**config.mk**
```make
export PLATFORM = sky130hd
export DESIGN_NAME = adc_serial_rx
export DESIGN_NICKNAME = d
export VERILOG_FILES = /design/src/rtl/adc_serial_rx.sv
export SDC_FILE = /design/constraint.sdc
export NUM_CORES = 1
export LEC_CHECK = 0
export ABC_CLOCK_PERIOD_IN_PS = 1600
export CAP_MARGIN = 15
export CORE_MARGIN = 2
export CORE_UTILIZATION = 50
export CTS_CLUSTER_SIZE = 24
export DETAILED_ROUTE_END_ITERATION = 7
export MAX_ROUTING_LAYER = met4
export PLACE_DENSITY_LB_ADDON = 0.3
export SYNTH_ARGS = -nofsm -noshare
export SYNTH_HDL_FRONTEND = slang
export SYNTH_SLANG_ARGS = --single-unit
```
**constraint.sdc**
```tcl
create_clock -name clk -period 1.6 [get_ports clk]
set_input_delay 0.24 -clock clk [delete_from_list [all_inputs] [get_ports clk]]
set_output_delay 0.24 -clock clk [all_outputs]
set_load 0.05 [all_outputs]
```
**src/rtl/adc_serial_rx.sv**
```systemverilog
`default_nettype none
// adc_serial_rx: periodic SPI-style ADC reader; frames cs_n/sclk and captures a 12-bit MSB-first word.
// Revision: 1.0
module adc_serial_rx #(
  parameter int CLK_DIV       = 4,
  parameter int LEAD_BITS     = 3,
  parameter int SAMPLE_PERIOD = 200
) (
  input  logic        clk,
  input  logic        rst_n,
  input  logic        enable,
  input  logic        adc_miso,
  output logic        adc_sclk,
  output logic        adc_cs_n,
  output logic [11:0] sample,
  output logic        sample_valid,
  output logic        overrun
);
  localparam int DIV_W = (CLK_DIV > 2) ? $clog2(CLK_DIV) : 1;
  localparam int PER_W = $clog2(SAMPLE_PERIOD);
  localparam int BIT_W = 5;
  localparam logic [DIV_W-1:0] DIV_LAST = DIV_W'(CLK_DIV - 1);
  localparam logic [PER_W-1:0] PER_LAST = PER_W'(SAMPLE_PERIOD - 1);
  localparam logic [BIT_W-1:0] BIT_LAST = BIT_W'(LEAD_BITS + 11);

  typedef enum logic [1:0] {IDLE = 2'd0, FRAME = 2'd1, DONE = 2'd2} state_t;

  state_t             state_q, state_d;
  logic [PER_W-1:0]   period_q, period_d;
  logic [DIV_W-1:0]   div_q, div_d;
  logic [BIT_W-1:0]   bit_q, bit_d;
  logic               sclk_q, sclk_d;
  logic               cs_n_q, cs_n_d;
  logic [1:0]         sync_q, sync_d;
  logic [11:0]        shift_q, shift_d;
  logic [11:0]        sample_q, sample_d;
  logic               valid_q, valid_d;
  logic               overrun_q, overrun_d;
  logic               tick;

  assign tick = (period_q == PER_LAST);

  always_ff @(posedge clk or negedge rst_n) begin
    if (!rst_n) begin
      state_q   <= IDLE;
      period_q  <= '0;
      div_q     <= '0;
      bit_q     <= '0;
      sclk_q    <= 1'b0;
      cs_n_q    <= 1'b1;
      sync_q    <= '0;
      shift_q   <= '0;
      sample_q  <= '0;
      valid_q   <= 1'b0;
      overrun_q <= 1'b0;
    end else begin
      state_q   <= state_d;
      period_q  <= period_d;
      div_q     <= div_d;
      bit_q     <= bit_d;
      sclk_q    <= sclk_d;
      cs_n_q    <= cs_n_d;
      sync_q    <= sync_d;
      shift_q   <= shift_d;
      sample_q  <= sample_d;
      valid_q   <= valid_d;
      overrun_q <= overrun_d;
    end
  end

  always_comb begin
    state_d   = state_q;
    period_d  = tick ? '0 : period_q + 1'b1;
    div_d     = div_q;
    bit_d     = bit_q;
    sclk_d    = sclk_q;
    cs_n_d    = cs_n_q;
    sync_d    = {sync_q[0], adc_miso};
    shift_d   = shift_q;
    sample_d  = sample_q;
    valid_d   = 1'b0;
    overrun_d = 1'b0;
    case (state_q)
      IDLE: begin
        if (tick && enable) begin
          state_d = FRAME;
          cs_n_d  = 1'b0;
          sclk_d  = 1'b0;
          div_d   = '0;
          bit_d   = '0;
          shift_d = '0;
        end
      end
      FRAME: begin
        overrun_d = tick;
        if (div_q == DIV_LAST) begin
          div_d  = '0;
          sclk_d = ~sclk_q;
          // Last clk of a high phase: capture; lead bits simply shift out the top.
          if (sclk_q) begin
            shift_d = {shift_q[10:0], sync_q[1]};
            bit_d   = bit_q + 1'b1;
            if (bit_q == BIT_LAST) begin
              state_d = DONE;
              cs_n_d  = 1'b1;
            end
          end
        end else begin
          div_d = div_q + 1'b1;
        end
      end
      DONE: begin
        overrun_d = tick;
        sample_d  = shift_q;
        valid_d   = 1'b1;
        state_d   = IDLE;
      end
      default: state_d = IDLE;
    endcase
  end

  assign adc_sclk     = sclk_q;
  assign adc_cs_n     = cs_n_q;
  assign sample       = sample_q;
  assign sample_valid = valid_q;
  assign overrun      = overrun_q;
endmodule
`default_nettype wire

```
Yosys cells after proc, flatten, opt, wreduce, memory -nomap -nowiden
Index checks and enable logic that the tools add are counted.
{"block": "word_totals", "in_bits": 4, "wordCells": 59, "regBits": 47, "out_inout_bits": 16}
{"block": "op_classes", "addsub": 3, "n_reduce_logical": 9, "eq_ne": 9, "bitwise": 1, "n_mux": 26}
{"cell": "12-bit two-way mux", "n": 3}
{"cell": "12-bit one-hot mux with 2 select lines", "n": 1}
{"cell": "5-bit two-way mux", "n": 3}
{"cell": "2-bit two-way mux", "n": 6}
{"cell": "5-bit one-hot mux with 2 select lines", "n": 1}
{"cell": "8-bit by 1-bit adder with 8-bit output, second input constant", "n": 1}
{"cell": "8-bit equality test, second input constant", "n": 1}
{"cell": "8-bit two-way mux", "n": 1}
{"cell": "2-bit inequality test, second input constant", "n": 4}
{"cell": "2-bit one-hot mux with 2 select lines", "n": 2}
{"cell": "4-bit AND reduction", "n": 2}
{"cell": "1-bit two-way mux", "n": 7}
{"cell": "5-bit by 1-bit adder with 5-bit output, second input constant", "n": 1}
{"cell": "5-bit by 4-bit equality test with 1-bit output, second input constant", "n": 1}
{"cell": "5-bit AND reduction", "n": 1}
{"cell": "2-bit equality test, second input constant", "n": 2}
{"cell": "1-bit one-hot mux with 2 select lines", "n": 2}
{"cell": "3-bit AND reduction", "n": 1}
{"cell": "2-bit by 1-bit adder with 2-bit output, second input constant", "n": 1}
{"cell": "2-bit by 1-bit equality test with 1-bit output, second input constant", "n": 1}
{"cell": "2-bit zero test", "n": 1}
{"cell": "2-bit AND reduction", "n": 1}
{"cell": "2-bit nonzero test", "n": 1}
{"cell": "2-bit OR reduction", "n": 1}
{"cell": "other kinds (2)", "n": 2}

Logic depth before layout (Yosys ltp)
{"block": "depth", "depth_word": 5, "mapped_depth": 8, "depth_no_buf": 6}

Least setup slack after synthesis
OpenSTA, ideal clock, no wires.
{"block": "synth_timing", "path_type": "register -> register", "startpoint": "reg period_q[0]", "endpoint": "reg shift_q[0]", "setup_time_ns": 0.118, "synth_period_minus_slack_ns": 1.730, "path_slack_ns": -0.130, "path_stages_with_launch": 7, "required_time_ns": 1.482, "arrival_ns": 1.612, "n_path_buf": 1, "cell_sequence": "dfrtp_1 ha_1 and4b_1 a31oi_1 clkbuf_1 o21ai_0 a21o_1"}
{"block": "synth_between", "elab_chain_cells": 4}
{"element": "start, declared", "line_no": "29", "rtl": "logic [PER_W-1:0] period_q, period_d;"}
{"element": "start signal, assigned", "line_no": "58", "rtl": "period_q <= period_d;"}
{"element": "8-bit equality test", "line_no": "41", "rtl": "assign tick = (period_q == PER_LAST);"}
{"element": "1-bit logical AND", "line_no": "85", "rtl": "if (tick && enable) begin"}
{"element": "2-bit inequality test (no source line)"}
{"element": "4-bit AND reduction (no source line)"}
{"element": "end signal, assigned", "line_no": "64", "rtl": "shift_q <= shift_d;"}
{"element": "end, declared", "line_no": "35", "rtl": "logic [11:0] shift_q, shift_d;"}
No other way between the ends.
A chain may end at the register's enable or synchronous reset.

Worst setup path after layout
{"block": "layout_timing", "startpoint": "reg period_q[1]", "endpoint": "reg shift_q[2]"}
The elaborated chain is that of the path after synthesis.

==> impl_metrics.json <==
{
  "path_clk_slew_ns": 0.09,
  "syn_area_um2": 2228,
  "crit_required_ns": 1.80,
  "tns_ns": -0.8988,
  "async_flop_share_pct": 100.0,
  "synth_area_leaders": "dfrtp_1 52%, mux2_2 6.6%, nand3_1 5.8%, ha_1 4.5%, a21o_1 3.7%",
  "routedWlPerCell_um": 15.59,
  "std_cell_rows": 24,
  "grt_pass1_wl_um": 8314,
  "fill_cells": 366,
  "syn_nets": 212,
  "cts_root_buf": "clkbuf_8",
  "num_antenna_cells": 0,
  "drt_iter0_drc": 123,
  "drv_cap": 0,
  "min_from": "sync_q[0]",
  "ys_ff_latch": 47,
  "synth_top_area_share_pct": 51.66,
  "r2r_slack_ns": -0.07,
  "clkPwrFrac_pct": 38.7,
  "fmax_mhz": 600.0,
  "worstPathMaxFanout": 6,
  "rsz0062_at_grt": "yes",
  "syn-instance-count": 200,
  "p_int_mw": 1.556,
  "antenna_found_initial": 0,
  "critPathBufInv": 2,
  "layout-drive-gt1-share_pct": 33.99,
  "startpoint": "period_q[1]",
  "failed_checks": "setup timing",
  "ys_seq_area_share_pct": 52.84,
  "dp_slack_ns": -0.09771,
  "switching_share_pct": 22.48,
  "postRouteAntennaNets": 0,
  "crit_type": "flip-flop to flip-flop",
  "crit_slowest_cell": "dfrtp_1",
  "finalHoldViolCount": 0,
  "outcome": "finished with violations",
  "fin_skew_ns": 0.01112,
  "min_period_ns": 1.667,
  "tightestPinTransition_ns": 0.2638,
  "cp-start-kind": "flip-flop",
  "drc_errors": 0,
  "cts_max_path_buffers": 2,
  "die_y_um": 70.76,
  "port-buffer-count": 19,
  "cpPeakStageDelay_ns": 0.42,
  "final_cell_mix": "45 x dfrtp_1, 41 x buf_4, 25 x nand3_1",
  "worstReg2RegStart": "period_q[1]",
  "grt.overflow.total": 0,
  "p_comb_share_pct": 2.0,
  "wirelength_um": 4756,
  "p_seq_share_pct": 59.3,
  "r2r_cells": 7,
  "arrival_ns": 1.87,
  "synth_area_per_cell_um2": 11.14,
  "p_switching_mw": 0.4512,
  "initial_core_util_pct": 51.53,
  "endpoint": "shift_q[2]",
  "boundaryPins": 20,
  "clock_sinks": 47,
  "vias": 1758,
  "routed_via_density": 5.764,
  "place_congestion": 0.7687,
  "relSlewSlack_pct": 82.34,
  "grt_pass1_vias": 1764,
  "hpwlAfterDp_um": 3139,
  "reg2reg_to": "shift_q[2]",
  "cts_tree": "yes",
  "synth-edff-count": 0,
  "final_common_cell": "dfrtp_1",
  "ys_warn_count": 0,
  "fin_nets": 264,
  "die_area_um2": 5007,
  "cp-end-kind": "flip-flop",
  "htreeDepth": 2,
  "synth_top_area_cell": "dfrtp_1",
  "multiInputGateArea_um2": 1040,
  "finalSetupViolCount": 19,
  "timing.final.ws_setup_ns": -0.06662,
  "grt_max_degree": 48,
  "ff_latch_area_um2": 1179,
  "synth_cell_types": 42,
  "drtPass1Iterations": 4,
  "cts_buffers": 5,
  "path_cells": "ha_4 > and4b_1 > a31oi_4 > buf_6 > buf_12 > o21ai_0 > a21o_1",
  "hp-class": "flip-flop to flip-flop",
  "leakagePower_nw": 1.326,
  "cp_num_cells": 7,
  "ys.flop_type": "dfrtp_1",
  "die_x_um": 70.76,
  "areaGrowthSynthToFinish_pct": 30.88,
  "crit_family": "compound AO/OA/AOI/OAI gates",
  "core_um2": 4324,
  "grt_use_total_pct": 21.41,
  "slew_viol_final": 0,
  "fin_crit_sh_pct": 104.2,
  "clkLatencyLatePin_ns": 0.31,
  "cellPowerDensity_nw_per_um2": 688.2,
  "vdd_drop_max_uv": 744.4
}
==> flip-flops by register name, summed over array words and instances, names as in the netlist, 2 cells and up <==
signal    count
bit_q         5
div_q         2
period_q      8
sample       12
shift_q      12
state_q       2
sync_q        2
==> worst reg2reg max path, stage by stage (launching register included) <==
cell	delay (ns)
dfrtp_1	0.42
ha_4	0.17
and4b_1	0.24
a31oi_4	0.19
buf_6	0.18
buf_12	0.12
o21ai_0	0.09
a21o_1	0.16
==> timing repair <==
item	CTS	global route
pin swaps	3	0
hold buffers	1	0
setup buffers	1	0
gates cloned	1	0
hold endpoints to repair	46	0
gates resized for setup	14	6
endpoints found under the setup margin	21	24
==> metal layers <==
layer | track usage (%) | share of wire [%] | vias to the layer above | routed length, um
li1 | - | - | 839 | -
met1 | 28.30 | 46 | 868 | 2199
met2 | 32.92 | 48 | 40 | 2300
met3 | 4.701 | 3.5 | 11 | 166
met4 | 7.338 | 1.9 | 0 | 90
met5 | - | 0 | - | 0
==> cell families (layout without fill, tap and decap cells) <==
family,Yosys count,after routing,share of synthesized area [%]
XOR/XNOR,4,4,1.572
AND/OR/NAND/NOR,68,68,16.96
adder cells (fa/ha/maj),8,8,4.492
buffers and inverters,16,69,3.481
multiplexers,13,13,6.569
flip-flops,47,47,52.84
AO/OA/AOI/OAI,44,44,14.09
==> per-stage QoR <==
stage | total power [mW] | utilization (%) | instance area (um2) | hold slack, ns | std cells
finish | 2.007 | 67.45 | 2917 | 0.3593 | 305
global route | 2.084 | 67.45 | 2917 | 0.3733 | 305
CTS | 2.028 | 66.99 | 2897 | 0.3597 | 305
detailed placement | 1.253 | 62.93 | 2721 | 0.2470 | 294
global placement | 1.252 | 62.93 | 2721 | 0.2412 | 294
floorplan | 1.214 | - | 2250 | -0.05559 | 200
==> cell usage after synthesis, drive strengths merged (2+ instances only) <==
library cell	count
nor2	7
o22a	2
o22ai	2
a211o	4
a21o	11
a32o	2
buf	6
xnor2	3
clkbuf	6
nand4	4
a21oi	3
nor4b	4
o21ai	10
inv	4
and2	2
nand2	8
ha	8
and3	6
nand3	26
dfrtp	46
mux2	13
o31ai	2
nor2b	4
==> area by class of cell <==
type,count,area share (%)
sequential,47,40.41
clock inverter,2,0.5577
clock buffer,6,2.831
inverter,4,0.5148
timing repair buffer,57,17.80
multi-input combinational,137,35.65
tap,52,2.231
==> power by group through the flow <==
| stage | Combinational [mW] | Clock [mW] | Sequential (mW) |
|---|---|---|---|
| 6_report | 0.0404 | 0.777 | 1.19 |
| 5_1_grt | 0.0469 | 0.846 | 1.19 |
| 4_1_cts | 0.0425 | 0.795 | 1.19 |
| 3_5_place_dp | 0.0394 | 0 | 1.21 |
| 3_3_place_gp | 0.0388 | 0 | 1.21 |
| 2_1_floorplan | 0.0000562 | 0 | 1.21 |
==> worst min-delay path by stage <==
stage / depth (start not counted) / endpoint
after global placement: 2 / bit_q[4]
after detailed placement: 2 / div_q[0]
after floorplan: 0 / adc_sclk
final: 0 / sync_q[1]
after global routing: 0 / sync_q[1]
after CTS: 1 / sync_q[0]
(Power assumes the default switching activity.)
